--- config.mk ---
export PLATFORM = sky130hd
export DESIGN_NAME = reg_op_sequencer
export DESIGN_NICKNAME = d
export VERILOG_FILES = /design/src/rtl/reg_op_sequencer.sv
export SDC_FILE = /design/constraint.sdc
export NUM_CORES = 1
export LEC_CHECK = 0
export ABC_AREA = 1
export CAP_MARGIN = 20
export CORE_MARGIN = 4
export CORE_UTILIZATION = 42
export DETAILED_ROUTE_END_ITERATION = 10
export GPL_TIMING_DRIVEN = 1
export PLACE_DENSITY = 0.84
export SYNTH_ARGS = -nofsm -noshare
export SYNTH_HDL_FRONTEND = slang
export SYNTH_SLANG_ARGS = --single-unit
export TNS_END_PERCENT = 5
--- constraint.sdc ---
create_clock -name clk -period 1.6 [get_ports clk]
set_clock_uncertainty 0.15 [all_clocks]
set_input_delay 0.32 -clock clk [delete_from_list [all_inputs] [get_ports clk]]
set_output_delay 0.32 -clock clk [all_outputs]
set_load 0.005 [all_outputs]
--- src/rtl/reg_op_sequencer.sv ---
// ---------------------------------------------------------------------------
// reg_op_sequencer
//
// Command sequencer that sits directly in front of a WIDTH-bit control-line
// register. It takes one operation per valid/ready handshake and turns it
// into a one-hot stream of control lines (cl/ld/inc/dec/sr/ir/sl/il). Ops
// that take a count repeat for cmd_cnt+1 cycles. A one-cycle done pulse
// follows each command that completes normally.
//
// Optional feature macro: REG_SEQ_ROTATE_EN
//   defined   : op 7 is ROR. It asserts sr, and ir follows reg_q[0].
//   undefined : op 7 behaves as NOP. cmd_cnt is ignored for it.
//
// Ports
//   clk        clock, rising edge
//   rst_n      asynchronous active-low reset
//   cmd_valid  command present
//   cmd_ready  sequencer can accept a command (IDLE only)
//   cmd_op     0 NOP,1 CLR,2 LOAD,3 INC,4 DEC,5 SHR,6 SHL,7 ROR
//   cmd_cnt    repeat count minus one (INC/DEC/SHR/SHL/ROR)
//   cmd_data   LOAD value
//   cmd_abort  abort of the executing command
//   reg_q      register contents fed back (ROR serial source)
//   cl..il     register control lines
//   reg_in     parallel-load data, only non-zero while ld is high
//   busy       high in EXEC and DONE
//   done       one-cycle completion pulse
// ---------------------------------------------------------------------------
module reg_op_sequencer #(
    parameter int WIDTH = 4,
    parameter int CNT_W = 3
) (
    input  logic             clk,
    input  logic             rst_n,
    input  logic             cmd_valid,
    output logic             cmd_ready,
    input  logic [2:0]       cmd_op,
    input  logic [CNT_W-1:0] cmd_cnt,
    input  logic [WIDTH-1:0] cmd_data,
    input  logic             cmd_abort,
    input  logic [WIDTH-1:0] reg_q,
    output logic             cl,
    output logic             ld,
    output logic             inc,
    output logic             dec,
    output logic             sr,
    output logic             ir,
    output logic             sl,
    output logic             il,
    output logic [WIDTH-1:0] reg_in,
    output logic             busy,
    output logic             done
);

    typedef enum logic [1:0] {
        S_IDLE = 2'd0,
        S_EXEC = 2'd1,
        S_DONE = 2'd2
    } state_t;

    localparam logic [2:0] OP_NOP  = 3'd0;
    localparam logic [2:0] OP_CLR  = 3'd1;
    localparam logic [2:0] OP_LOAD = 3'd2;
    localparam logic [2:0] OP_INC  = 3'd3;
    localparam logic [2:0] OP_DEC  = 3'd4;
    localparam logic [2:0] OP_SHR  = 3'd5;
    localparam logic [2:0] OP_SHL  = 3'd6;
    localparam logic [2:0] OP_ROR  = 3'd7;

    state_t           state_q, state_d;
    logic [2:0]       op_q, op_d;
    logic [WIDTH-1:0] data_q, data_d;
    logic [CNT_W-1:0] rem_q, rem_d;
    logic             op_counted;

    // Only the upper reg_q bits (and all of them without rotate) are unused.
    logic unused_reg_q;
    assign unused_reg_q = ^reg_q;

    // Decides which ops honour cmd_cnt. All other ops run for one EXEC cycle.
    always_comb begin
        op_counted = 1'b0;
        case (cmd_op)
            OP_INC, OP_DEC, OP_SHR, OP_SHL: op_counted = 1'b1;
`ifdef REG_SEQ_ROTATE_EN
            OP_ROR:                         op_counted = 1'b1;
`endif
            default:                        op_counted = 1'b0;
        endcase
    end

    always_ff @(posedge clk or negedge rst_n) begin
        if (!rst_n) begin
            state_q <= S_IDLE;
            op_q    <= OP_NOP;
            data_q  <= '0;
            rem_q   <= '0;
        end else begin
            state_q <= state_d;
            op_q    <= op_d;
            data_q  <= data_d;
            rem_q   <= rem_d;
        end
    end

    // Next-state logic. The command fields are latched at the handshake.
    // From then on the controls come from registered state only.
    always_comb begin
        state_d = state_q;
        op_d    = op_q;
        data_d  = data_q;
        rem_d   = rem_q;
        case (state_q)
            S_IDLE: begin
                if (cmd_valid) begin
                    op_d    = cmd_op;
                    data_d  = cmd_data;
                    rem_d   = op_counted ? cmd_cnt : '0;
                    state_d = S_EXEC;
                end
            end
            S_EXEC: begin
                if (cmd_abort) begin
                    state_d = S_IDLE;
                end else if (rem_q != '0) begin
                    rem_d = rem_q - 1'b1;
                end else begin
                    state_d = S_DONE;
                end
            end
            S_DONE:  state_d = S_IDLE;
            default: state_d = S_IDLE;
        endcase
    end

    // Control decode. cmd_abort masks every line within the same cycle.
    // An async reset forces IDLE, so the lines drop without waiting for a clock edge.
    always_comb begin
        cl = 1'b0;
        ld = 1'b0;
        inc = 1'b0;
        dec = 1'b0;
        sr = 1'b0;
        ir = 1'b0;
        sl = 1'b0;
        il = 1'b0;
        if (state_q == S_EXEC && !cmd_abort) begin
            case (op_q)
                OP_CLR:  cl  = 1'b1;
                OP_LOAD: ld  = 1'b1;
                OP_INC:  inc = 1'b1;
                OP_DEC:  dec = 1'b1;
                OP_SHR:  sr  = 1'b1;
                OP_SHL:  sl  = 1'b1;
`ifdef REG_SEQ_ROTATE_EN
                OP_ROR: begin
                    sr = 1'b1;
                    ir = reg_q[0];
                end
`endif
                default: ;
            endcase
        end
    end

    assign reg_in    = ld ? data_q : '0;
    assign cmd_ready = (state_q == S_IDLE) && rst_n;
    assign busy      = (state_q == S_EXEC) || (state_q == S_DONE);
    assign done      = (state_q == S_DONE);

endmodule

==> impl_metrics.json <==
{
  "outcome": "complete, but fails checks",
  "yosysTopAreaCell": "dfrtp_1",
  "rr_endpoint": "rem_q[2]",
  "p_per_area_mw_per_mm2": 1720,
  "grt_usage_pct": 18.7,
  "netlist_top_cells_area": "dfrtp_1 37%, nand2_1 14%, inv_1 11%",
  "reg2reg_slack_ns": 0.02,
  "final_cell_area_mm2": 0.00129,
  "h-tree-depth": 1,
  "startpoint_type": "flop",
  "numCtsBuffers": 3,
  "dp_hpwl_um": 1680,
  "clk_pin_slew_ns": 0.08,
  "hold_path_class": "in -> async",
  "period_share_pct": 122,
  "rows": 15,
  "place_area_mm2": 0.00120,
  "cp_max_fo": 3,
  "grt_max_degree": 13,
  "vias_per_cell": 4.61,
  "syn_area_um2": 821,
  "irDropWorstVdd_v": 0.000968,
  "period_minus_slack_ns": 1.95,
  "drt_iter0_drc": 16,
  "synth.avg_cell_area_um2": 7.02,
  "gp_congestion": 0.763,
  "slew_viol_final": 0,
  "fmax_ghz": 0.512,
  "vias": 849,
  "port_buffers": 26,
  "cts_tree": "built",
  "core_mm2": 0.00178,
  "cts_root_buffer": "clkbuf_4",
  "synthDistinctLibCells": 19,
  "violations": "setup timing",
  "reg2reg_from": "state_q[0]",
  "power_leakage_nw": 0.706,
  "postRouteAntennaNets": 0,
  "rr_worst_depth": 10,
  "power_mw": 2.22,
  "rsz0062_at_grt": "yes",
  "firstDrtPassIters": 4,
  "cp-endpoint": "inc",
  "numPlacedInstances": 180,
  "fill_cells": 124,
  "syn_to_final_growth_pct": 57.3,
  "cts_hold_buf": 0,
  "timing_hold_violations_final": 0,
  "die_y_um": 52.2,
  "die_area_mm2": 0.00273,
  "grt_pass1_vias": 849,
  "setup_viol": 12,
  "wl_um": 2200,
  "initial_core_util_pct": 46.0,
  "clk_latency_ns": 0.28,
  "final_common_cell": "nand2_1",
  "overflow": 0,
  "clockBufferDepth": 2,
  "num_antenna_cells": 0,
  "synth_top_area_share_pct": 36.6,
  "antenna_found_initial": 0,
  "criticalPathCategory": "reg -> out",
  "yosysSeqAreaShare_pct": 36.6,
  "die-width_um": 52.2,
  "arrival_ns": 1.48,
  "cap_violations": 0,
  "clock-sinks": 12,
  "crit_required_ns": 1.13,
  "wl_per_cell_um": 11.9,
  "io_pins": 33,
  "grt_pass1_wl_um": 3680,
  "crit_path_start": "state_q[1]",
  "ys_ff_latch": 12,
  "fin_cells": 184,
  "layout-drive-gt1-share_pct": 34.0,
  "final.setup.worst_slack_ns": -0.354,
  "end_kind": "primary output",
  "post-route-drc-count": 0,
  "ys_warn_count": 0,
  "final_core_util_pct": 72.4,
  "final_cell_mix": "28 x nand2_1, 20 x inv_1, 14 x buf_4",
  "synthCells": 117,
  "nets": 184
}
-- power by group --
part | leakage (nW) | internal [mW] | switching (mW)
registers | 0.141 | 0.450 | 0.0760
clock network | 0.0138 | 0.0873 | 0.102
logic | 0.551 | 0.702 | 0.799
total | 0.706 | 1.24 | 0.977
-- cell usage after synthesis --
| cell type | n |
|---|---|
| dfrtp_1 | 12 |
| a21oi_2 | 1 |
| nor2_8 | 1 |
| buf_4 | 2 |
| nor2_1 | 14 |
| nand3_1 | 6 |
| conb_1 | 1 |
| inv_1 | 23 |
| buf_2 | 1 |
| inv_6 | 1 |
| buf_6 | 1 |
| nor3_1 | 5 |
| nand2_1 | 31 |
| a21oi_1 | 6 |
| or2_1 | 1 |
| ha_1 | 5 |
| o21ai_0 | 2 |
| nand2_2 | 3 |
| nand3_2 | 1 |
-- layer usage --
metal	share of wire (%)	wire, um	up-vias	global-route usage [%]
met4	2.1	46	0	9.79
met3	4.2	92	5	3.13
met2	53	1160	24	35.8
met5	0	0	-	0
met1	41	896	387	19.1
li1	-	-	433	-
-- logic make-up (layout without fill, tap and decap cells) --
kind of cell | count (synthesis) | after routing | synth area share, %
other | 1 | 2 | 0.457
AOI/OAI and AO/OA | 9 | 9 | 5.95
adders and majority gates | 5 | 5 | 7.62
DFF | 12 | 12 | 36.6
buffers and inverters | 28 | 69 | 15.4
and+or+nand+nor | 62 | 62 | 34.0
-- layout make-up --
type	count	area, um2	share of cell area [%]
Multi-Input combinational cell	78	473	36.6
Timing Repair Buffer	42	367	28.4
Sequential cell	12	300	23.3
Inverter	24	97.6	7.56
Tap cell	25	31.3	2.42
Clock buffer	3	22.5	1.74
-- state kept, by name, indices dropped and copies added, names as in the netlist --
| name | cells |
|---|---|
| state_q | 2 |
| op_q | 3 |
| rem_q | 3 |
| data_q | 4 |
-- critical path: stages (launching register included) --
cell and delay [ns]:
dfrtp_1 0.39, inv_2 0.08, ha_4 0.15, inv_6 0.04
nor2_8 0.12, buf_6 0.12, nand2_2 0.06, nor3_2 0.11
buf_2 0.14
-- per-stage QoR --
step	hold slack, ns	setup WS, ns	TNS [ns]
6_report	0.289	-0.354	-3.42
3_3_place_gp	0.313	-0.611	-6.42
5_1_grt	0.294	-0.461	-4.70
2_1_floorplan	-0.126	0.0299	0
4_1_cts	0.281	-0.382	-3.82
3_5_place_dp	0.318	-0.662	-6.73
-- how the worst min path moves through the flow --
| stage | from | end | slack [ns] |
|---|---|---|---|
| floorplan | rst_n | data_q[0] | -0.13 |
| global route | rst_n | op_q[1] | 0.29 |
| CTS | rst_n | op_q[2] | 0.28 |
| global placement | rem_q[1] | rem_q[1] | 0.31 |
| detailed placement | rem_q[1] | rem_q[1] | 0.32 |
| finish | rst_n | rem_q[1] | 0.29 |
-- repair_timing --
action | in CTS | in global routing
resized for setup | 67 | 3
buffers inserted | 1 | 0
setup endpoints to repair | 15 | 16
gates cloned | 0 | 0
pin swaps | 3 | 1
Note: power is estimated with default switching activity, not from simulation.
